<file path="config.mk">
export PLATFORM = sky130hd
export DESIGN_NAME = control_unit_pipelined_flat
export DESIGN_NICKNAME = d
export VERILOG_FILES = /design/src/rtl/rv32_ctrl_pkg.sv /design/src/rtl/control_unit_pipelined_if.sv /design/src/rtl/rv32_decode.sv /design/src/rtl/control_unit_pipelined.sv /design/src/flat_wrapper.sv
export SDC_FILE = /design/constraint.sdc
export NUM_CORES = 1
export LEC_CHECK = 0
export ABC_AREA = 1
export CORE_UTILIZATION = 49
export CTS_CLUSTER_DIAMETER = 30
export DETAILED_ROUTE_END_ITERATION = 10
export PLACE_DENSITY = 0.95
export SKIP_CTS_REPAIR_TIMING = 1
export SLEW_MARGIN = 20
export SYNTH_ARGS = -nofsm -noshare
export SYNTH_HDL_FRONTEND = slang
export SYNTH_SLANG_ARGS = --single-unit
</file>
<file path="constraint.sdc">
create_clock -name CLK -period 2.56 [get_ports CLK]
set_input_delay 0.64 -clock CLK [delete_from_list [all_inputs] [get_ports CLK]]
set_output_delay 0.64 -clock CLK [all_outputs]
set_load 0.03 [all_outputs]
</file>
<file path="src/rtl/rv32_ctrl_pkg.sv">
// Shared encodings for the RV32IM decode/control stage.
// Holds opcode constants, the control-field encodings driven onto the
// ID/EX boundary, the bubble bundle and the FSM state type.
package rv32_ctrl_pkg;

   localparam logic [6:0] OPC_LUI    = 7'b0110111;
   localparam logic [6:0] OPC_AUIPC  = 7'b0010111;
   localparam logic [6:0] OPC_JAL    = 7'b1101111;
   localparam logic [6:0] OPC_JALR   = 7'b1100111;
   localparam logic [6:0] OPC_BRANCH = 7'b1100011;
   localparam logic [6:0] OPC_LOAD   = 7'b0000011;
   localparam logic [6:0] OPC_STORE  = 7'b0100011;
   localparam logic [6:0] OPC_OP_IMM = 7'b0010011;
   localparam logic [6:0] OPC_OP     = 7'b0110011;
   localparam logic [6:0] OPC_FENCE  = 7'b0001111;
   localparam logic [6:0] OPC_SYSTEM = 7'b1110011;

   localparam logic [1:0] WB_ALU = 2'b00;
   localparam logic [1:0] WB_MEM = 2'b01;
   localparam logic [1:0] WB_IMM = 2'b10;
   localparam logic [1:0] WB_PC4 = 2'b11;

   localparam logic [2:0] IMM_U   = 3'b000;
   localparam logic [2:0] IMM_J   = 3'b001;
   localparam logic [2:0] IMM_S   = 3'b010;
   localparam logic [2:0] IMM_B   = 3'b011;
   localparam logic [2:0] IMM_I   = 3'b100;
   localparam logic [2:0] IMM_ISH = 3'b101;
   localparam logic [2:0] IMM_IU  = 3'b111;

   // Branches carry their FUNCT3 directly; 010/011 are free for these two.
   localparam logic [2:0] BJ_NONE = 3'b010;
   localparam logic [2:0] BJ_JUMP = 3'b011;

   localparam logic [3:0] MEM_NONE = 4'b0000;
   localparam logic [3:0] MEM_LB   = 4'b1000;
   localparam logic [3:0] MEM_LH   = 4'b1001;
   localparam logic [3:0] MEM_LW   = 4'b1010;
   localparam logic [3:0] MEM_LBU  = 4'b1100;
   localparam logic [3:0] MEM_LHU  = 4'b1101;
   localparam logic [3:0] MEM_SB   = 4'b1011;
   localparam logic [3:0] MEM_SH   = 4'b1110;
   localparam logic [3:0] MEM_SW   = 4'b1111;

   typedef struct packed {
      logic       op1sel;
      logic       op2sel;
      logic       reg_write_en;
      logic [1:0] wb_sel;
      logic [4:0] aluop;
      logic [2:0] branch_jump;
      logic [2:0] imm_sel;
      logic [3:0] mem_rw;
   } ctrl_bundle_t;

   localparam ctrl_bundle_t CTRL_BUBBLE = '{
      op1sel:       1'b0,
      op2sel:       1'b0,
      reg_write_en: 1'b0,
      wb_sel:       WB_ALU,
      aluop:        5'b00000,
      branch_jump:  BJ_NONE,
      imm_sel:      IMM_U,
      mem_rw:       MEM_NONE
   };

   typedef enum logic [1:0] {
      ST_IDLE     = 2'd0,
      ST_MUL_WAIT = 2'd1,
      ST_DIV_WAIT = 2'd2
   } fsm_state_t;

endpackage

</file>
<file path="src/rtl/control_unit_pipelined_if.sv">
// Handshake and control-bundle bus of the decode/control stage.
// master: upstream/downstream side (drives INSTR, IN_VALID, STALL_IN, FLUSH).
// slave:  the control unit (drives IN_READY and the registered bundle).
interface control_unit_pipelined_if;
   logic [31:0] INSTR;
   logic        IN_VALID;
   logic        IN_READY;
   logic        STALL_IN;
   logic        FLUSH;
   logic        OUT_VALID;
   logic        OP1SEL;
   logic        OP2SEL;
   logic        REG_WRITE_EN;
   logic [1:0]  WB_SEL;
   logic [4:0]  ALUOP;
   logic [2:0]  BRANCH_JUMP;
   logic [2:0]  IMM_SEL;
   logic [3:0]  MEM_RW;
   logic        MDU_BUSY;
   logic        ILLEGAL;

   modport master (
      output INSTR, IN_VALID, STALL_IN, FLUSH,
      input  IN_READY, OUT_VALID, OP1SEL, OP2SEL, REG_WRITE_EN, WB_SEL,
             ALUOP, BRANCH_JUMP, IMM_SEL, MEM_RW, MDU_BUSY, ILLEGAL
   );

   modport slave (
      input  INSTR, IN_VALID, STALL_IN, FLUSH,
      output IN_READY, OUT_VALID, OP1SEL, OP2SEL, REG_WRITE_EN, WB_SEL,
             ALUOP, BRANCH_JUMP, IMM_SEL, MEM_RW, MDU_BUSY, ILLEGAL
   );
endinterface

</file>
<file path="src/rtl/rv32_decode.sv">
// Combinational RV32IM decoder.
// Ports: instr (in, 32) instruction word; ctrl (out) control bundle;
// is_mop / is_div (out) M-extension op and its divide flavour;
// illegal (out) opcode or FUNCT3 that cannot be decoded.
module rv32_decode
   import rv32_ctrl_pkg::*;
#(
   parameter int M_EXT = 1
) (
   input  logic [31:0]  instr,
   output ctrl_bundle_t ctrl,
   output logic         is_mop,
   output logic         is_div,
   output logic         illegal
);

   logic [6:0] opcode;
   logic [2:0] funct3;
   logic       f7_5;
   logic       f7_0;
   logic       is_shift;
   logic       unused_fields;

   assign opcode   = instr[6:0];
   assign funct3   = instr[14:12];
   assign f7_5     = instr[30];
   assign f7_0     = instr[25];
   assign is_shift = (funct3 == 3'b001) || (funct3 == 3'b101);
   // Register indices and remaining immediate bits are consumed downstream.
   assign unused_fields = ^{instr[31], instr[29:26], instr[24:15], instr[11:7]};

   always_comb begin
      ctrl    = CTRL_BUBBLE;
      is_mop  = 1'b0;
      is_div  = 1'b0;
      illegal = 1'b0;
      case (opcode)
         OPC_LUI: begin
            ctrl.op2sel       = 1'b1;
            ctrl.reg_write_en = 1'b1;
            ctrl.wb_sel       = WB_IMM;
            ctrl.imm_sel      = IMM_U;
         end
         OPC_AUIPC: begin
            ctrl.op1sel       = 1'b1;
            ctrl.op2sel       = 1'b1;
            ctrl.reg_write_en = 1'b1;
            ctrl.imm_sel      = IMM_U;
         end
         OPC_JAL: begin
            ctrl.op1sel       = 1'b1;
            ctrl.op2sel       = 1'b1;
            ctrl.reg_write_en = 1'b1;
            ctrl.wb_sel       = WB_PC4;
            ctrl.branch_jump  = BJ_JUMP;
            ctrl.imm_sel      = IMM_J;
         end
         OPC_JALR: begin
            illegal           = (funct3 != 3'b000);
            ctrl.op2sel       = 1'b1;
            ctrl.reg_write_en = 1'b1;
            ctrl.wb_sel       = WB_PC4;
            ctrl.branch_jump  = BJ_JUMP;
            ctrl.imm_sel      = IMM_I;
         end
         OPC_BRANCH: begin
            // 010/011 are not branches and would alias the none/jump codes.
            illegal          = (funct3[2:1] == 2'b01);
            ctrl.branch_jump = funct3;
            ctrl.imm_sel     = IMM_B;
         end
         OPC_LOAD: begin
            ctrl.op2sel       = 1'b1;
            ctrl.reg_write_en = 1'b1;
            ctrl.wb_sel       = WB_MEM;
            ctrl.imm_sel      = IMM_I;
            case (funct3)
               3'b000:  ctrl.mem_rw = MEM_LB;
               3'b001:  ctrl.mem_rw = MEM_LH;
               3'b010:  ctrl.mem_rw = MEM_LW;
               3'b100:  ctrl.mem_rw = MEM_LBU;
               3'b101:  ctrl.mem_rw = MEM_LHU;
               default: illegal = 1'b1;
            endcase
         end
         OPC_STORE: begin
            ctrl.op2sel  = 1'b1;
            ctrl.imm_sel = IMM_S;
            case (funct3)
               3'b000:  ctrl.mem_rw = MEM_SB;
               3'b001:  ctrl.mem_rw = MEM_SH;
               3'b010:  ctrl.mem_rw = MEM_SW;
               default: illegal = 1'b1;
            endcase
         end
         OPC_OP_IMM: begin
            ctrl.op2sel       = 1'b1;
            ctrl.reg_write_en = 1'b1;
            if (is_shift) begin
               ctrl.aluop   = {funct3, f7_5, f7_0};
               ctrl.imm_sel = IMM_ISH;
            end else begin
               // Upper immediate bits sit where FUNCT7 would be; ignore them.
               ctrl.aluop   = {funct3, 2'b00};
               ctrl.imm_sel = (funct3 == 3'b011) ? IMM_IU : IMM_I;
            end
         end
         OPC_OP: begin
            ctrl.reg_write_en = 1'b1;
            ctrl.aluop        = {funct3, f7_5, f7_0};
            if (f7_0) begin
               if (M_EXT != 0) begin
                  is_mop = 1'b1;
                  is_div = funct3[2];
               end else begin
                  illegal = 1'b1;
               end
            end
         end
         OPC_FENCE, OPC_SYSTEM: ;
         default: illegal = 1'b1;
      endcase
   end

endmodule

</file>
<file path="src/rtl/control_unit_pipelined.sv">
// Registered RV32IM decode/control stage (control half of ID/EX).
// Ports: CLK clock; RESETN async active-low reset; bus (slave modport)
// carrying INSTR/IN_VALID/IN_READY/STALL_IN/FLUSH and the registered bundle.
//
// state        | meaning
// ST_IDLE      | issuing; one instruction accepted per non-stalled cycle
// ST_MUL_WAIT  | multiply occupies execute; bubbles until counter expires
// ST_DIV_WAIT  | divide/remainder occupies execute; bubbles until counter expires
module control_unit_pipelined
   import rv32_ctrl_pkg::*;
#(
   parameter int M_EXT       = 1,
   parameter int MUL_LATENCY = 2,
   parameter int DIV_LATENCY = 33
) (
   input logic                      CLK,
   input logic                      RESETN,
   control_unit_pipelined_if.slave  bus
);

   localparam int MAX_LAT = (MUL_LATENCY > DIV_LATENCY) ? MUL_LATENCY : DIV_LATENCY;
   localparam int CNT_W   = $clog2(MAX_LAT + 1);
   localparam logic [CNT_W-1:0] MUL_LOAD = CNT_W'(MUL_LATENCY - 1);
   localparam logic [CNT_W-1:0] DIV_LOAD = CNT_W'(DIV_LATENCY - 1);

   fsm_state_t       state;
   logic [CNT_W-1:0] cnt;
   ctrl_bundle_t     ctrl_q;
   logic             out_valid_q;
   logic             illegal_q;

   ctrl_bundle_t     dec_ctrl;
   logic             dec_is_mop;
   logic             dec_is_div;
   logic             dec_illegal;
   logic             in_ready;
   logic             accept;

   rv32_decode #(.M_EXT(M_EXT)) u_decode (
      .instr   (bus.INSTR),
      .ctrl    (dec_ctrl),
      .is_mop  (dec_is_mop),
      .is_div  (dec_is_div),
      .illegal (dec_illegal)
   );

   assign in_ready = (state == ST_IDLE) && !bus.STALL_IN;
   assign accept   = bus.IN_VALID && in_ready && !bus.FLUSH;

   always_ff @(posedge CLK or negedge RESETN) begin
      if (!RESETN) begin
         state       <= ST_IDLE;
         cnt         <= '0;
         ctrl_q      <= CTRL_BUBBLE;
         out_valid_q <= 1'b0;
         illegal_q   <= 1'b0;
      end else if (bus.FLUSH) begin
         state       <= ST_IDLE;
         cnt         <= '0;
         ctrl_q      <= CTRL_BUBBLE;
         out_valid_q <= 1'b0;
         illegal_q   <= 1'b0;
      end else if (bus.STALL_IN) begin
         // hold everything, counter included
      end else if (state != ST_IDLE) begin
         ctrl_q      <= CTRL_BUBBLE;
         out_valid_q <= 1'b0;
         illegal_q   <= 1'b0;
         cnt         <= cnt - CNT_W'(1);
         if (cnt == CNT_W'(1)) begin
            state <= ST_IDLE;
         end
      end else if (accept) begin
         if (dec_illegal) begin
            ctrl_q      <= CTRL_BUBBLE;
            out_valid_q <= 1'b0;
            illegal_q   <= 1'b1;
         end else begin
            ctrl_q      <= dec_ctrl;
            out_valid_q <= 1'b1;
            illegal_q   <= 1'b0;
            // A latency of one needs no wait cycles, so the FSM stays idle.
            if (dec_is_mop && dec_is_div && (DIV_LOAD != '0)) begin
               state <= ST_DIV_WAIT;
               cnt   <= DIV_LOAD;
            end else if (dec_is_mop && !dec_is_div && (MUL_LOAD != '0)) begin
               state <= ST_MUL_WAIT;
               cnt   <= MUL_LOAD;
            end
         end
      end else begin
         ctrl_q      <= CTRL_BUBBLE;
         out_valid_q <= 1'b0;
         illegal_q   <= 1'b0;
      end
   end

   assign bus.IN_READY     = in_ready;
   assign bus.OUT_VALID    = out_valid_q;
   assign bus.OP1SEL       = ctrl_q.op1sel;
   assign bus.OP2SEL       = ctrl_q.op2sel;
   assign bus.REG_WRITE_EN = ctrl_q.reg_write_en;
   assign bus.WB_SEL       = ctrl_q.wb_sel;
   assign bus.ALUOP        = ctrl_q.aluop;
   assign bus.BRANCH_JUMP  = ctrl_q.branch_jump;
   assign bus.IMM_SEL      = ctrl_q.imm_sel;
   assign bus.MEM_RW       = ctrl_q.mem_rw;
   assign bus.MDU_BUSY     = (state != ST_IDLE);
   assign bus.ILLEGAL      = illegal_q;

endmodule

</file>
<file path="src/flat_wrapper.sv">
// flat-port wrapper written by rule: the top's interface ports become plain ports
module control_unit_pipelined_flat import rv32_ctrl_pkg::*;
#(
   parameter int M_EXT       = 1,
   parameter int MUL_LATENCY = 2,
   parameter int DIV_LATENCY = 33
)
  (CLK, RESETN, bus_INSTR, bus_IN_VALID, bus_STALL_IN, bus_FLUSH, bus_IN_READY, bus_OUT_VALID, bus_OP1SEL, bus_OP2SEL, bus_REG_WRITE_EN, bus_WB_SEL, bus_ALUOP, bus_BRANCH_JUMP, bus_IMM_SEL, bus_MEM_RW, bus_MDU_BUSY, bus_ILLEGAL);
  control_unit_pipelined_if bus_i ();
  input logic CLK;
  input logic RESETN;
  input wire logic [$bits(bus_i.INSTR)-1:0] bus_INSTR;
  input wire logic [$bits(bus_i.IN_VALID)-1:0] bus_IN_VALID;
  input wire logic [$bits(bus_i.STALL_IN)-1:0] bus_STALL_IN;
  input wire logic [$bits(bus_i.FLUSH)-1:0] bus_FLUSH;
  output wire logic [$bits(bus_i.IN_READY)-1:0] bus_IN_READY;
  output wire logic [$bits(bus_i.OUT_VALID)-1:0] bus_OUT_VALID;
  output wire logic [$bits(bus_i.OP1SEL)-1:0] bus_OP1SEL;
  output wire logic [$bits(bus_i.OP2SEL)-1:0] bus_OP2SEL;
  output wire logic [$bits(bus_i.REG_WRITE_EN)-1:0] bus_REG_WRITE_EN;
  output wire logic [$bits(bus_i.WB_SEL)-1:0] bus_WB_SEL;
  output wire logic [$bits(bus_i.ALUOP)-1:0] bus_ALUOP;
  output wire logic [$bits(bus_i.BRANCH_JUMP)-1:0] bus_BRANCH_JUMP;
  output wire logic [$bits(bus_i.IMM_SEL)-1:0] bus_IMM_SEL;
  output wire logic [$bits(bus_i.MEM_RW)-1:0] bus_MEM_RW;
  output wire logic [$bits(bus_i.MDU_BUSY)-1:0] bus_MDU_BUSY;
  output wire logic [$bits(bus_i.ILLEGAL)-1:0] bus_ILLEGAL;
  assign bus_i.INSTR = bus_INSTR;
  assign bus_i.IN_VALID = bus_IN_VALID;
  assign bus_i.STALL_IN = bus_STALL_IN;
  assign bus_i.FLUSH = bus_FLUSH;
  assign bus_IN_READY = bus_i.IN_READY;
  assign bus_OUT_VALID = bus_i.OUT_VALID;
  assign bus_OP1SEL = bus_i.OP1SEL;
  assign bus_OP2SEL = bus_i.OP2SEL;
  assign bus_REG_WRITE_EN = bus_i.REG_WRITE_EN;
  assign bus_WB_SEL = bus_i.WB_SEL;
  assign bus_ALUOP = bus_i.ALUOP;
  assign bus_BRANCH_JUMP = bus_i.BRANCH_JUMP;
  assign bus_IMM_SEL = bus_i.IMM_SEL;
  assign bus_MEM_RW = bus_i.MEM_RW;
  assign bus_MDU_BUSY = bus_i.MDU_BUSY;
  assign bus_ILLEGAL = bus_i.ILLEGAL;
  control_unit_pipelined #(.M_EXT(M_EXT), .MUL_LATENCY(MUL_LATENCY), .DIV_LATENCY(DIV_LATENCY)) u_core (.CLK(CLK), .RESETN(RESETN), .bus(bus_i));
endmodule
</file>
Word level (Yosys, flattened, before mapping)
Index checks and enable logic that the tools add are counted.
- add/subtract/negate cells: 1
- muxes and demuxes: 50
- reductions and logical operators: 25
- equal/unequal tests: 21
- operator list (kind ; count):
    20-bit two-way mux ; 5
    6-bit two-way mux ; 7
    7-bit == test, second input constant ; 4
    2-bit two-way mux ; 11
    7-bit by 6-bit == test with 1-bit output, second input constant ; 3
    7-bit OR reduction ; 3
    4-bit one-hot mux with 5 select lines ; 1
    1-bit two-way mux ; 19
    3-bit one-hot mux with 5 select lines ; 1
    7-bit by 5-bit == test with 1-bit output, second input constant ; 2
    4-bit one-hot mux with 3 select lines ; 1
    5-bit one-hot mux with 2 select lines ; 1
    4-bit one-hot mux with 2 select lines ; 1
    7-bit by 2-bit == test with 1-bit output, second input constant ; 1
    7-bit by 4-bit == test with 1-bit output, second input constant ; 1
    3-bit by 2-bit == test with 1-bit output, second input constant ; 2
    3-bit == test, second input constant ; 2
    6-bit by 1-bit == test with 1-bit output, second input constant ; 1
    2-bit one-hot mux with 3 select lines ; 1
    3-bit one-hot mux with 2 select lines ; 1
    3-bit nonzero test ; 2
    2-bit OR reduction ; 3
    6-bit by 1-bit subtractor with 6-bit output, second input constant ; 1
    1-bit logical AND ; 5
    16 further kinds ; 18
- register bits after elaboration: 30
- input port bits: 37

Logic depth before layout (Yosys ltp)
Gate-level depths: netlist of the first run.
- depth after elaboration: 11
- gate-level depth with buffers: 13
- mapped depth without buffers: 12

Cells and area by module
A second synthesis of the first run with hierarchy kept.
- cell total of the unflattened synthesis: 234
- area, all modules: 1824.2 um^2
- by module, submodules not included (module ; cells an instance ; instances ; seq. area each (um^2) ; area an instance (um^2)):
    control_unit_pipelined ; 139 ; 1 ; 752.0 ; 1370.1
    rv32_decode ; 95 ; 1 ; 0.0 ; 454.2

Worst setup path after synthesis of the first run
OpenSTA, ideal clock, no wires.
- path type: input -> register
- from: in bus_INSTR[1]
- to: reg u_core.cnt[2]
- buffers on the path: 1
- stages on the path: 12
- data arrival time: 1.696 ns
- required time: 2.442 ns
- path slack: 0.746 ns
- path through: nand2_2 -> nor2_4 -> inv_1 -> a21oi_1 -> nor2_2 -> nand2_2 -> nand2_4 -> nand2_4 -> nand3_4 -> buf_6 -> nand2_2 -> o21ai_2
- word-level cells in the longest chain between the ends: 9
- ends and longest elaborated chain (element ; RTL line ; RTL):
    start: declaration ; flat_wrapper.sv:12 ; input wire logic [$bits(bus_i.INSTR)-1:0] bus_INSTR;
    7-bit by 6-bit == test with 1-bit output ; rv32_decode.sv:37 ; case (opcode)
    1-bit two-way mux ; rv32_decode.sv:37 ;
    1-bit logical AND ; control_unit_pipelined.sv:83 ; if (dec_is_mop && dec_is_div && (DIV_LOAD != '0)) begin
    6-bit two-way mux ; control_unit_pipelined.sv:83 ;
    6-bit two-way mux ; control_unit_pipelined.sv:74 ; if (dec_illegal) begin
    6-bit two-way mux ; control_unit_pipelined.sv:73 ; end else if (accept) begin
    6-bit two-way mux ; control_unit_pipelined.sv:65 ; end else if (state != ST_IDLE) begin
    6-bit two-way mux ; control_unit_pipelined.sv:63 ; end else if (bus.STALL_IN) begin
    6-bit two-way mux ; control_unit_pipelined.sv:57 ; end else if (bus.FLUSH) begin
    end signal: assignment ; control_unit_pipelined.sv:69 ; cnt <= cnt - CNT_W'(1);
    end: declaration ; control_unit_pipelined.sv:27 ; logic [CNT_W-1:0] cnt;
Several ways; a longest one is shown, not always the timed one. The select of a mux whose other input is x is not followed.
A chain may end at the register's enable or synchronous reset.

Final worst setup path of the first run
- from: in bus_STALL_IN
- to: out bus_IN_READY
- word-level cells in the longest chain between the ends: 2
- ends and longest elaborated chain (element ; RTL line ; RTL):
    start: declaration ; flat_wrapper.sv:14 ; input wire logic [$bits(bus_i.STALL_IN)-1:0] bus_STALL_IN;
    1-bit zero test ; control_unit_pipelined.sv:47 ; assign in_ready = (state == ST_IDLE) && !bus.STALL_IN;
    1-bit logical AND ; control_unit_pipelined.sv:47 ;
    end: declaration ; flat_wrapper.sv:16 ; output wire logic [$bits(bus_i.IN_READY)-1:0] bus_IN_READY;
Every way passes these cells.

==> results_dict.tcl, run 1 <==
set metrics [dict create \
    outcome "complete, no violations" \
    gp_congestion 0.931 \
    cts.sinks 30 \
    synth-compound-area-share_pct 18.4 \
    io_pins 61 \
    cts.clk_slew.worst_paths_ns 0.06 \
    fin_skew_ns 0.00679 \
    grt_use_total_pct 24.8 \
    maxCapViolations 0 \
    irDropWorstVdd_mv 0.364 \
    synth-seq-cells 30 \
    synth_most_common_cell "nand2_1" \
    timing.critical_path.buf_inv 2 \
    worstSetupPathType "input pin to output port" \
    initial_core_util_pct 53.0 \
    path_cells "clkdlybuf4s50_1 > nor2_1 > clkdlybuf4s50_1" \
    synth_top_area_share_pct 39.5 \
    syn_to_final_growth_pct 32.4 \
    start_kind "input pin" \
    die_y_um 63.2 \
    rows 21 \
    fp.dieArea_um2 4000 \
    hold_viol_final 0 \
    grt_pass1_vias 1712 \
    end_kind "output port" \
    power.switching_uw 573 \
    worstPathRequired_ns 1.92 \
    r2r.worst_path.cells 8 \
    rsz0062_at_grt "no" \
    cts_buffers 5 \
    crit_top_cell "clkdlybuf4s50_1" \
    io_buffers 40 \
    setup_viol 0 \
    cts_max_level 2 \
    p_seq_share_pct 36.7 \
    synth_simple_gate_area_share_pct 32.8 \
    ys_seq_area_share_pct 40.9 \
    clock_path_buffers 2 \
    clockPowerShare_pct 29.0 \
    final_net_count 312 \
    synth_cell_types 38 \
    ys_async_sr_fraction_pct 100 \
    crit_slowest_cell "clkdlybuf4s50_1" \
    synthMuxAreaShare_pct 0 \
    fmax_ghz 0.403 \
    setup_tns_ns 0 \
    wire_per_inst_um 13.9 \
    ys_warn_count 0 \
    slowest_delay_ns 0.68 \
    seqCellArea_um2 752 \
    antenna_found_initial 0 \
    first_pass_iters 4 \
    cts_tree "built" \
    detail_route.iter0.violations 115 \
    grt_max_degree 31 \
    overflow 0 \
    min_path_cells 2 \
    synthesis.area_um2 1840 \
    worstSetupPathDepth 3 \
    drc 0 \
    synth.top_cells.by_area "dfrtp_1 40%, nand2_1 8.8%, inv_1 4.1%, nor2_1 3.7%, nand2_2 3.4%" \
    clock_latency_ns 0.29 \
    grt_pass1_wl_mm 7.76 \
    worst_slew_pin_slew_ns 0.374 \
    core_area_um2 3470 \
    drive_gt1_share_pct 21.2 \
    routed_wl_mm 4.44 \
    slew_viol_final 0 \
    nFillCells 285 \
    p_sw_share_pct 36.3 \
    finalCritPeriodShare_pct 96.9 \
    hold_path_class "flop to flop" \
    fp.dieW_um 63.2 \
    avgSynthCellArea_um2 8.24 \
    synth_xor_area_share_pct 0 \
    synth_top_family_by_area "simple AND/OR/NAND/NOR gates" \
    fin_crit_ns 2.48 \
    synth_nets 262 \
    synth_adder_area_share_pct 1.36 \
    p_int_uw 1010 \
    combPwrFrac_pct 34.4 \
    cp_max_fo 2 \
    antenna_left 0 \
    vias 1762 \
    root_buffer "clkbuf_8" \
    ys_top_cells_by_count "43 x nand2_1, 29 x dfrtp_1, 20 x inv_1, 18 x nor2_1, 11 x nand3_1" \
    multi_input_area_um2 966 \
    antenna_cells 0 \
    drt-vias-per-instance 5.51 \
    syn_inst 223 \
    critPathTopFamily "buffers and inverters" \
    powerDensity_nw_per_um2 650 \
    yosysTopAreaCell "dfrtp_1" \
    ys.flop_type "dfrtp_1" \
    arrival_ns 1.84 \
    hpwl_mm 3.21 \
    synth-edff-count 0 \
    cellLeakagePower_uw 0.00112 \
    hold_ws_ns 0.479 \
    slew_headroom_pct 75.1 \
]
## area by class of cell
class / instances / share of cell area, %
multi-input combinational: 164 / 39.7
tap: 46 / 2.37
inverter: 26 / 4.12
clock buffer: 8 / 4.53
sequential: 30 / 30.9
timing repair buffer: 46 / 18.3
## path summary, 6_finish.rpt
path	start	end	slack, ns
worst min register to register	u_core.bus.OUT_VALID	u_core.bus.OUT_VALID	0.48
min in group asynchronous	RESETN	u_core.bus.OP1SEL	0.72
worst max register to register	u_core.state[1]	u_core.cnt[1]	0.91
max in group asynchronous	RESETN	u_core.bus.BRANCH_JUMP[1]	1.52
worst min-delay path	u_core.bus.OUT_VALID	u_core.bus.OUT_VALID	0.48
worst max-delay path	bus_STALL_IN	bus_IN_READY	0.08
## tightest hold or removal path, delay by kind of cell, from the launching register on
kind,cells,cell delay [ns]
simple gates,2,0.10
flops,1,0.34
## per-layer routing
layer	vias to the layer above	wire [um]	GRT usage [%]
li1	853	-	-
met5	-	0	0
met4	0	69	10.2
met3	8	255	6.52
met2	62	2180	41.3
met1	839	1940	30.4
## cell families (layout without fill, tap and decap cells)
group                    count (synthesis)  after routing
buffers and inverters                   29             80
AND/OR/NAND/NOR                        112            112
AO/OA/AOI/OAI                           50             50
flip-flops                              30             30
adder cells (fa/ha/maj)                  2              2
## metrics by stage
step | total power [uW] | setup WS, ns | std cells | instance area (um2) | utilization (%)
floorplan | 986 | 0.746 | 223 | 1840 | -
global placement | 1110 | 0.0879 | 312 | 2320 | 66.9
detailed placement | 1120 | 0.0842 | 312 | 2320 | 66.9
CTS | 1580 | 0.0787 | 320 | 2430 | 70.1
global route | 1670 | 0.0196 | 320 | 2430 | 70.1
finish | 1580 | 0.0783 | 320 | 2430 | 70.1
## power by group through the flow
| stage | sequential [uW] | combinational [uW] | clock [uW] |
|---|---|---|---|
| finish | 579 | 543 | 458 |
| global route | 587 | 603 | 483 |
| CTS | 579 | 544 | 461 |
| detailed placement | 586 | 536 | 0 |
| global placement | 583 | 522 | 0 |
| floorplan | 579 | 406 | 0 |
## flip-flops by register name, indices dropped and copies added, names as in the netlist
name,flops
u_core.cnt,6
u_core.bus.ALUOP,5
u_core.bus.MEM_RW,4
u_core.bus.BRANCH_JUMP,3
u_core.bus.IMM_SEL,3
u_core.bus.WB_SEL,2
u_core.state,2
u_core.bus.ILLEGAL,1
u_core.bus.OP1SEL,1
u_core.bus.OP2SEL,1
u_core.bus.OUT_VALID,1
u_core.bus.REG_WRITE_EN,1
## cells in the final DEF, fill, tap and decap left out, drive strengths merged
cell / n
o211ai: 1
o32ai: 1
dfrtp: 29
o31ai: 1
ha: 2
buf: 6
o22ai: 1
a211oi: 1
nor2: 30
clkbuf: 8
a22oi: 2
a21oi: 7
nand2: 56
nand4: 7
a21o: 2
nor4: 1
a22o: 5
a31oi: 2
o21ai: 23
nor3: 3
inv: 26
nand3: 14
dfstp: 1
a32o: 3
clkdlybuf4s50: 40
or2: 1
o21bai: 1
Note: power is estimated with default switching activity, not from simulation.
==> run 2, diff against run 1 <==
Settings changed: ABC_AREA 1 to default, SLEW_MARGIN 20 to default.
==> results_dict.tcl, run 2 <==
set metrics [dict create \
    overflow 0 \
    slew_headroom_pct 62.6 \
    worst_slew_pin_slew_ns 0.559 \
    synth_nets 234 \
    post-route-util_pct 70.3 \
    multi_input_area_um2 945 \
    gp_congestion 0.959 \
    synth-seq-cells 30 \
    end_kind "output port" \
    seqCellArea_um2 752 \
    routed_wl_mm 4.32 \
    syn_inst 195 \
    cts_buffers 5 \
    hold_ws_ns 0.485 \
    hpwl_mm 3.25 \
    detail_route.iter0.violations 127 \
    rows 21 \
    fin_crit_ns 2.29 \
    fp.dieArea_um2 3910 \
    final_cells 294 \
    layout_commonest_cell "clkdlybuf4s50_1" \
    antenna_left 0 \
    grt_max_degree 21 \
    irDropWorstVdd_mv 0.260 \
    synth_cell_types 56 \
    grt_pass1_vias 1638 \
    io_buffers 40 \
    root_buffer "clkbuf_4" \
    start_kind "flop" \
    fp.dieW_um 62.5 \
    core_area_um2 3420 \
    ys_top_cells_by_count "29 x dfrtp_1, 26 x nand2_1, 15 x nor2_1, 10 x a21oi_1, 10 x o21ai_0" \
    finalCritPeriodShare_pct 89.6 \
    drt-vias-per-instance 5.90 \
    cts_max_level 2 \
    drc 0 \
    grt_use_total_pct 24.3 \
    vias 1736 \
    synthMuxAreaShare_pct 1.19 \
    cts.clk_slew.worst_paths_ns 0.09 \
    die_y_um 62.5 \
    maxCapViolations 0 \
    powerDensity_nw_per_um2 406 \
    p_seq_share_pct 48.8 \
    setup_tns_ns 0 \
    setup_viol 0 \
    grt_pass1_wl_mm 7.55 \
    layout_common_cells "39 x clkdlybuf4s50_1, 29 x dfrtp_1, 26 x nand2_1, 17 x buf_4, 15 x nor2_1" \
    combPwrFrac_pct 16.0 \
    wire_per_inst_um 14.7 \
    p_int_uw 731 \
    synth_most_common_cell "dfrtp_1" \
    io_pins 61 \
    ys_async_sr_fraction_pct 100 \
    fin_skew_ns 0.00156 \
    cts.sinks 30 \
    fmax_ghz 0.436 \
    p_sw_share_pct 25.1 \
    clock_latency_ns 0.32 \
    rsz0062_at_grt "no" \
    slew_viol_final 0 \
    final_net_count 286 \
    nFillCells 241 \
    clock_path_buffers 2 \
    antenna_found_initial 0 \
    clockPowerShare_pct 35.2 \
    synth_top_family_by_area "compound AO/OA/AOI/OAI gates" \
    synth.top_cells.by_area "dfrtp_1 40%, nand2_1 5.4%, a22o_1 3.4%, nor2_1 3.1%, a21oi_1 2.8%" \
    largest_reg_flops 6 \
    ys_warn_count 0 \
    power.switching_uw 245 \
    synth_xor_area_share_pct 0.488 \
    ys_seq_area_share_pct 41.9 \
    initial_core_util_pct 52.5 \
    hold_path_class "flop to flop" \
    synth_top_area_share_pct 40.5 \
    hold_viol_final 0 \
    r2r_slack_ns 0.77 \
    synth_adder_area_share_pct 1.40 \
    cp_max_fo 9 \
    worstPathRequired_ns 1.92 \
    syn_to_final_growth_pct 33.9 \
    synth_simple_gate_area_share_pct 24.1 \
    yosysTopAreaCell "dfrtp_1" \
    ys.flop_type "dfrtp_1" \
    first_pass_iters 4 \
    outcome "complete, no violations" \
    top_register "u_core.cnt" \
    arrival_ns 1.65 \
    synth-compound-area-share_pct 25.5 \
    worstSetupPathType "flop to output port" \
    cts_tree "built" \
    drive_gt1_share_pct 18.1 \
    cellLeakagePower_uw 0.00101 \
    dp_cells 286 \
    antenna_cells 0 \
    synthesis.area_um2 1790 \
    avgSynthCellArea_um2 9.19 \
    synth-edff-count 0 \
]
[run 2: changes by cell type in the layout (fill, tap and decap cells not counted), moves of 6 or more]
cell     delta
nor2_2      -6
nand4_1     -6
nand2_1    -17
inv_1      -13
o21ai_2     -7
buf_4      +11
nand3_1     -9
nand2_2    -10
[run 2: worst max-delay path: stages, from the launching register on]
cell and delay (ns):
dfrtp_1 0.40, nor2_2 0.20, inv_2 0.12, clkdlybuf4s50_1 0.61
[run 2: kinds of logic after synthesis]
logic type,Yosys count
buffers and inverters,20
flip-flops,30
AO/OA/AOI/OAI,61
adder cells (fa/ha/maj),2
multiplexers,2
XOR/XNOR,1
AND/OR/NAND/NOR,79
[run 2: final timing paths]
| check | from | to | depth (start not counted) |
|---|---|---|---|
| min in group asynchronous | RESETN | u_core.bus.OP2SEL | 1 |
| max in group asynchronous | RESETN | u_core.state[1] | 2 |
| worst max register to register | u_core.state[1] | u_core.bus.IMM_SEL[2] | 5 |
| worst max-delay path | u_core.state[1] | bus_MDU_BUSY | 3 |
| worst min-delay path | u_core.bus.OUT_VALID | u_core.bus.OUT_VALID | 2 |
| worst min register to register | u_core.bus.OUT_VALID | u_core.bus.OUT_VALID | 2 |
[run 2: power by group through the flow]
| stage | registers, uW | clock network [uW] | logic [uW] |
|---|---|---|---|
| finish | 476 | 343 | 156 |
| global route | 477 | 379 | 169 |
| CTS | 476 | 352 | 155 |
| detailed placement | 485 | 0 | 153 |
| global placement | 486 | 0 | 149 |
| floorplan | 489 | 0 | 76.1 |
[run 2: stage by stage]
step                      cell area [um2]  power [uW]  setup slack [ns]
after floorplan                      1790         565             0.642
after global placement               2320         635            0.0792
after detailed placement             2320         639            0.0825
after CTS                            2400         983             0.260
after global routing                 2400        1020             0.201
final                                2400         976             0.267
[run 2: layer usage]
| layer | track usage (%) | wire (um) |
|---|---|---|
| met1 | 32.4 | 1940 |
| met2 | 37.8 | 2060 |
| met3 | 4.93 | 271 |
| met4 | 11.6 | 52 |
| met5 | 0 | 0 |
[run 2: layout make-up]
cell class                      instances  share of cell area [%]
Tap cell                               46                    2.40
Sequential cell                        30                    31.3
Timing Repair Buffer                   57                    22.4
Clock buffer                            8                    3.28
Inverter                                8                    1.25
Multi-Input combinational cell        145                    39.3
==> variant 1 (flow settings as in run 1) <==
`M_EXT` is set to 1 in 3 places; all go to 0.
--- a/src/rtl/rv32_decode.sv
+++ b/src/rtl/rv32_decode.sv
@@ -7,3 +7,3 @@
 #(
-   parameter int M_EXT = 1
+   parameter int M_EXT = 0
 ) (
--- a/src/rtl/control_unit_pipelined.sv
+++ b/src/rtl/control_unit_pipelined.sv
@@ -11,3 +11,3 @@
 #(
-   parameter int M_EXT       = 1,
+   parameter int M_EXT       = 0,
    parameter int MUL_LATENCY = 2,
--- a/src/flat_wrapper.sv
+++ b/src/flat_wrapper.sv
@@ -3,3 +3,3 @@
 #(
-   parameter int M_EXT       = 1,
+   parameter int M_EXT       = 0,
    parameter int MUL_LATENCY = 2,
Formal check against the unedited RTL: not equivalent (a bounded check fails within 4 cycles, from zero or initial values and one cycle with RESETN low).
==> variant 1 against run 1 <==
Setup slack gained 0.053 ns. Power is 54% lower. Routed wire length fell by 26%. Clock skew fell by 0.0068 ns. Global-route usage grew 0.83 points. Sequential cell count shrank 8. Largest cell class unchanged. Fmax grew 2.2%. Highest routed layer unchanged. Critical path type unchanged. Combinational power decreased by 80%. Cell area fell by 25%. Critical endpoint unchanged. Non-clock buffer count down 4. Area after synthesis is 25% lower. Cell count decreased by 17%.
==> variant 1: results (changes against run 1) <==
The run finished with clean final reports. The total cell area at the placement stage is 1780 sq um (was 2320 sq um), and the final wirelength is 3.31 mm (was 4.44 mm). The logs give 49 (was 115) for the number of design-rule violations left by the first detailed-router iteration and 27 (was 38) for the count of distinct cell types in the synthesized netlist. Origin of the critical flop-to-flop path: u_core.bus.BRANCH_JUMP[1]$_DFFE_PN1P_ (was u_core.state[1]$_DFFE_PN0P_). The net count of the mapped netlist came out at 234 (was 262). The internal reg-to-reg setup slack is 1.82 ns (was 0.91 ns). The minimum setup slack in the final design came out at 0.131 ns (was 0.0783 ns). The logic gate share of total power is 0.148 (was 0.344), and the TritonCTS buffer count is 3 (was 5). The placed instance count was 263 (was 312); the final-layout fill cell count was 214 (was 285). The global router's overall resource usage came out at 0.257 (was 0.248). The share of layout cells above drive strength 1 was 0.0970 (was 0.212); the number of global-route vias before repair was 1289 (was 1712).

The worst flop-to-flop path endpoint is u_core.bus.BRANCH_JUMP[1]$_DFFE_PN1P_ (was u_core.cnt[1]$_DFFE_PN0P_). The run gives 5.53 mm (was 7.76 mm) as the wire length of the first global-routing pass. The maximum vdd ir drop was 403 uV (was 364 uV); the number of H-tree levels was 1 (was 2).

The flip-flop count of the largest register after layout came out at 5 (was 6). The logs give 275 (was 312) for the number of nets at the end of the flow and 0.970 (was 0.931) for the routability congestion estimate. The final worst clock skew is 0 ns (was 0.00679 ns), and the clock group power is 0.000270 W (was 0.000458 W). The post-CTS clock slew at the launch and capture registers of the worst setup and hold paths was 0.13 ns (was 0.06 ns). The worst hold path startpoint is u_core.bus.MEM_RW[1]$_DFFE_PN0P_ (was u_core.bus.OUT_VALID$_DFFE_PN0P_).

The static power due to leakage is 0.947 nW (was 1.12 nW), and the smallest hold slack is 0.493 ns (was 0.479 ns). The worst-path maximum fanout is 3 (was 2), and the port buffer count is 39 (was 40). The part of the Yosys area used for sequential elements was 0.403 (was 0.409).

Clock network latency to the later pin of the worst-skew pair: 0.32 ns (was 0.29 ns). The data arrival time of the critical path is 1.79 ns (was 1.84 ns), and the wire length per cell is 12.4 um (was 13.9 um). The post-detailed-route via-to-cell ratio is 5.39 (was 5.51).

The worst hold endpoint is u_core.bus.MEM_RW[1]$_DFFE_PN0P_ (was u_core.bus.OUT_VALID$_DFFE_PN0P_). Largest net degree at the start of global routing: 23 (was 31). Reported combinational group power: 0.000108 W (was 0.000543 W).
-- variant 1: per-layer routing --
layer,wire (um),vias up,global-route usage
li1,-,710,-
met1,1450,649,0.330
met2,1560,72,0.432
met3,251,8,0.0444
met4,46,0,0.0769
met5,0,-,0
-- variant 1: final cells by class --
type	instances	area (sq um)	share of cell area
clock buffers	3	22.5	0.0123
flip-flops and latches	22	552	0.301
clock inverters	1	30.0	0.0164
inverters	26	97.6	0.0532
well taps	30	37.5	0.0205
multi-input cells	143	681	0.371
repair buffers	42	413	0.225
-- variant 1: cells by family (layout without fill, tap and decap cells) --
family | count (synthesis) | in the layout | synth area share
flops | 22 | 22 | 0.403
other cells | 1 | 1 | 0.00274
compound gates | 20 | 20 | 0.0951
simple gates | 122 | 122 | 0.399
buf+inv | 32 | 72 | 0.0996
-- variant 1: worst register-to-register path, delay by kind of cell (launching register included) --
family | cells | cell delay, ns
buffers and inverters | 1 | 0.06
AOI/OAI and AO/OA | 1 | 0.08
DFF | 1 | 0.55
==> variant 2 (config.mk and constraints of run 1) <==
Without the edit above. Encoding of `fsm_state_t`: now one-hot (3 bits for 3 states).
--- a/src/rtl/rv32_ctrl_pkg.sv
+++ b/src/rtl/rv32_ctrl_pkg.sv
@@ -66,6 +66,6 @@
 
-   typedef enum logic [1:0] {
-      ST_IDLE     = 2'd0,
-      ST_MUL_WAIT = 2'd1,
-      ST_DIV_WAIT = 2'd2
+   typedef enum logic [2:0] {
+      ST_IDLE     = 3'b001,
+      ST_MUL_WAIT = 3'b010,
+      ST_DIV_WAIT = 3'b100
    } fsm_state_t;
Behaviour: no difference found for any inputs over 10 cycles, from zero or initial values and one cycle with RESETN low; not proved beyond that.
==> variant 2 against run 1 <==
Synthesized cell count rose by 16%. Routed wire length fell by 1.0%. Cell area rose by 2.9%. Sequential cell count rose by 1. Power fell by 1.6%. Combinational power rose by 4.1%. Area after synthesis rose by 4.6%. Setup slack improved by 0.18 ns.
==> variant 2: results (changes against run 1) <==
The run finished with clean final reports. The part of the Yosys area used for sequential elements is 0.405 (was 0.409), and the share of layout cells above drive strength 1 is 0.120 (was 0.212). The worst hold endpoint was u_core.bus.BRANCH_JUMP[1]$_DFFE_PN1P_ (was u_core.bus.OUT_VALID$_DFFE_PN0P_). The logs give 0.72 ns (was 0.91 ns) for the internal reg-to-reg setup slack and 0.00568 ns (was 0.00679 ns) for the final worst clock skew.

Top post-synthesis cells by count: 84 x nand2_1, 29 x dfrtp_1, 26 x inv_1, 24 x nor2_1, 16 x nand3_1 (was 43 x nand2_1, 29 x dfrtp_1, 20 x inv_1, 18 x nor2_1, 11 x nand3_1). Worst hold path startpoint: u_core.bus.BRANCH_JUMP[1]$_DFFE_PN1P_ (was u_core.bus.OUT_VALID$_DFFE_PN0P_). The tightest slew margin relative to the limit is 0.723 (was 0.751). The number of nets at the end of the flow is 346 (was 312), and the post-detailed-route via-to-cell ratio is 5.37 (was 5.51).

Static power due to leakage: 1.29 nW (was 1.12 nW). The number of design-rule violations left by the first detailed-router iteration is 84 (was 115), and the count of distinct cell types in the synthesized netlist is 31 (was 38). The startpoint type of the worst setup path was a flop (was a primary input). The final-layout fill cell count was 298 (was 285); the switching power share of the total was 0.369 (was 0.363).

The worst-path maximum fanout was 3 (was 2); the routability congestion estimate was 0.881 (was 0.931). The maximum vdd ir drop was 273 uV (was 364 uV). Worst flop-to-flop path endpoint: u_core.cnt[0]$_DFFE_PN0P_ (was u_core.cnt[1]$_DFFE_PN0P_). For the largest net degree at the start of global routing, the log shows 32 (was 31). For the net count of the mapped netlist, the log shows 297 (was 262).

The tools report the global router's overall resource usage as 0.239 (was 0.248). Timing startpoint of the critical path: u_core.state[0]$_DFFE_PN1P_ (was bus_STALL_IN). The number of global-route vias before repair is 1853 (was 1712), and the wire length per cell is 12.4 um (was 13.9 um). Largest cells by area after synthesis: dfrtp_1 38%, nand2_1 16%, inv_1 5.1% (was dfrtp_1 40%, nand2_1 8.8%, inv_1 4.1%).

The smallest hold slack came out at 0.476 ns (was 0.479 ns). The logs give 7.72 mm (was 7.76 mm) for the wire length of the first global-routing pass and 3.33 mm (was 3.21 mm) for the half-perimeter wire length of the detailed placement result. Origin of the critical flop-to-flop path: u_core.state[0]$_DFFE_PN1P_ (was u_core.state[1]$_DFFE_PN0P_). The data arrival time of the critical path is 1.66 ns (was 1.84 ns).
==> variant 2: cell count changes in the layout (fill, tap and decap cells not counted), sizes merged, moves of 2 or more <==
cell,run 1,this run
a22oi,2,0
a21o,2,0
o21ai,23,15
nand2,56,90
xor2,0,2
nand4,7,13
nand3,14,19
a21oi,7,5
inv,26,28
==> variant 2: power by group through the flow <==
stage                     registers [W]  logic, W  clock network [W]
after floorplan                0.000597  0.000387                  0
after global placement         0.000598  0.000532                  0
after detailed placement       0.000602  0.000562                  0
after CTS                      0.000593  0.000567           0.000408
after global routing           0.000599  0.000637           0.000428
final                          0.000593  0.000565           0.000397
==> variant 2: area by class of cell <==
cell class              count  share of cell area
clock inverters             1             0.00200
inverters                  28              0.0420
repair buffers             47               0.182
flip-flops and latches     31               0.311
well taps                  48              0.0240
clock buffers               7              0.0345
multi-input cells         194               0.404
==> variant 2: logic make-up (layout without fill, tap and decap cells) <==
kind of cell | count (synthesis) | after routing | synth area share
buffers and inverters | 33 | 83 | 0.0684
xor gates and xnor gates | 2 | 2 | 0.00912
adders and majority gates | 2 | 2 | 0.0130
and+or+nand+nor | 160 | 160 | 0.404
DFF | 31 | 31 | 0.405
AOI/OAI and AO/OA | 30 | 30 | 0.100
==> variant 2: how the worst max path moves through the flow <==
stage / slack, ns / cells after the start / to
2_1_floorplan: 0.48 / 4 / bus_IN_READY
3_3_place_gp: 0.1 / 3 / bus_IN_READY
3_5_place_dp: 0.08 / 3 / bus_IN_READY
4_1_cts: 0.07 / 5 / bus_IN_READY
5_1_grt: 0.17 / 4 / bus_MDU_BUSY
6_report: 0.26 / 4 / bus_MDU_BUSY
==> variant 2: per-stage QoR <==
| step | cell area, sq um | setup WS, ns | cells | power [W] | util |
|---|---|---|---|---|---|
| after floorplan | 1920 | 0.483 | 258 | 0.000984 | - |
| after global placement | 2410 | 0.0967 | 348 | 0.00113 | 0.648 |
| after detailed placement | 2410 | 0.0763 | 348 | 0.00116 | 0.648 |
| after CTS | 2500 | 0.0664 | 356 | 0.00157 | 0.673 |
| after global routing | 2500 | 0.169 | 356 | 0.00166 | 0.673 |
| final | 2500 | 0.257 | 356 | 0.00155 | 0.673 |
==> variant 2: per-layer routing <==
layer  GRT usage  wire, um  vias to the layer above
li1            -         -                      944
met1       0.285      1900                      914
met2       0.416      2270                       46
met3      0.0563       185                        6
met4      0.0917        43                        0
met5           0         0                        -
==> variant 2: worst max-delay path, stage by stage (launching register included) <==
cell and delay [ns]:
dfstp_2 0.54, inv_1 0.06, nor3_4 0.13, inv_2 0.06, clkdlybuf4s50_1 0.59
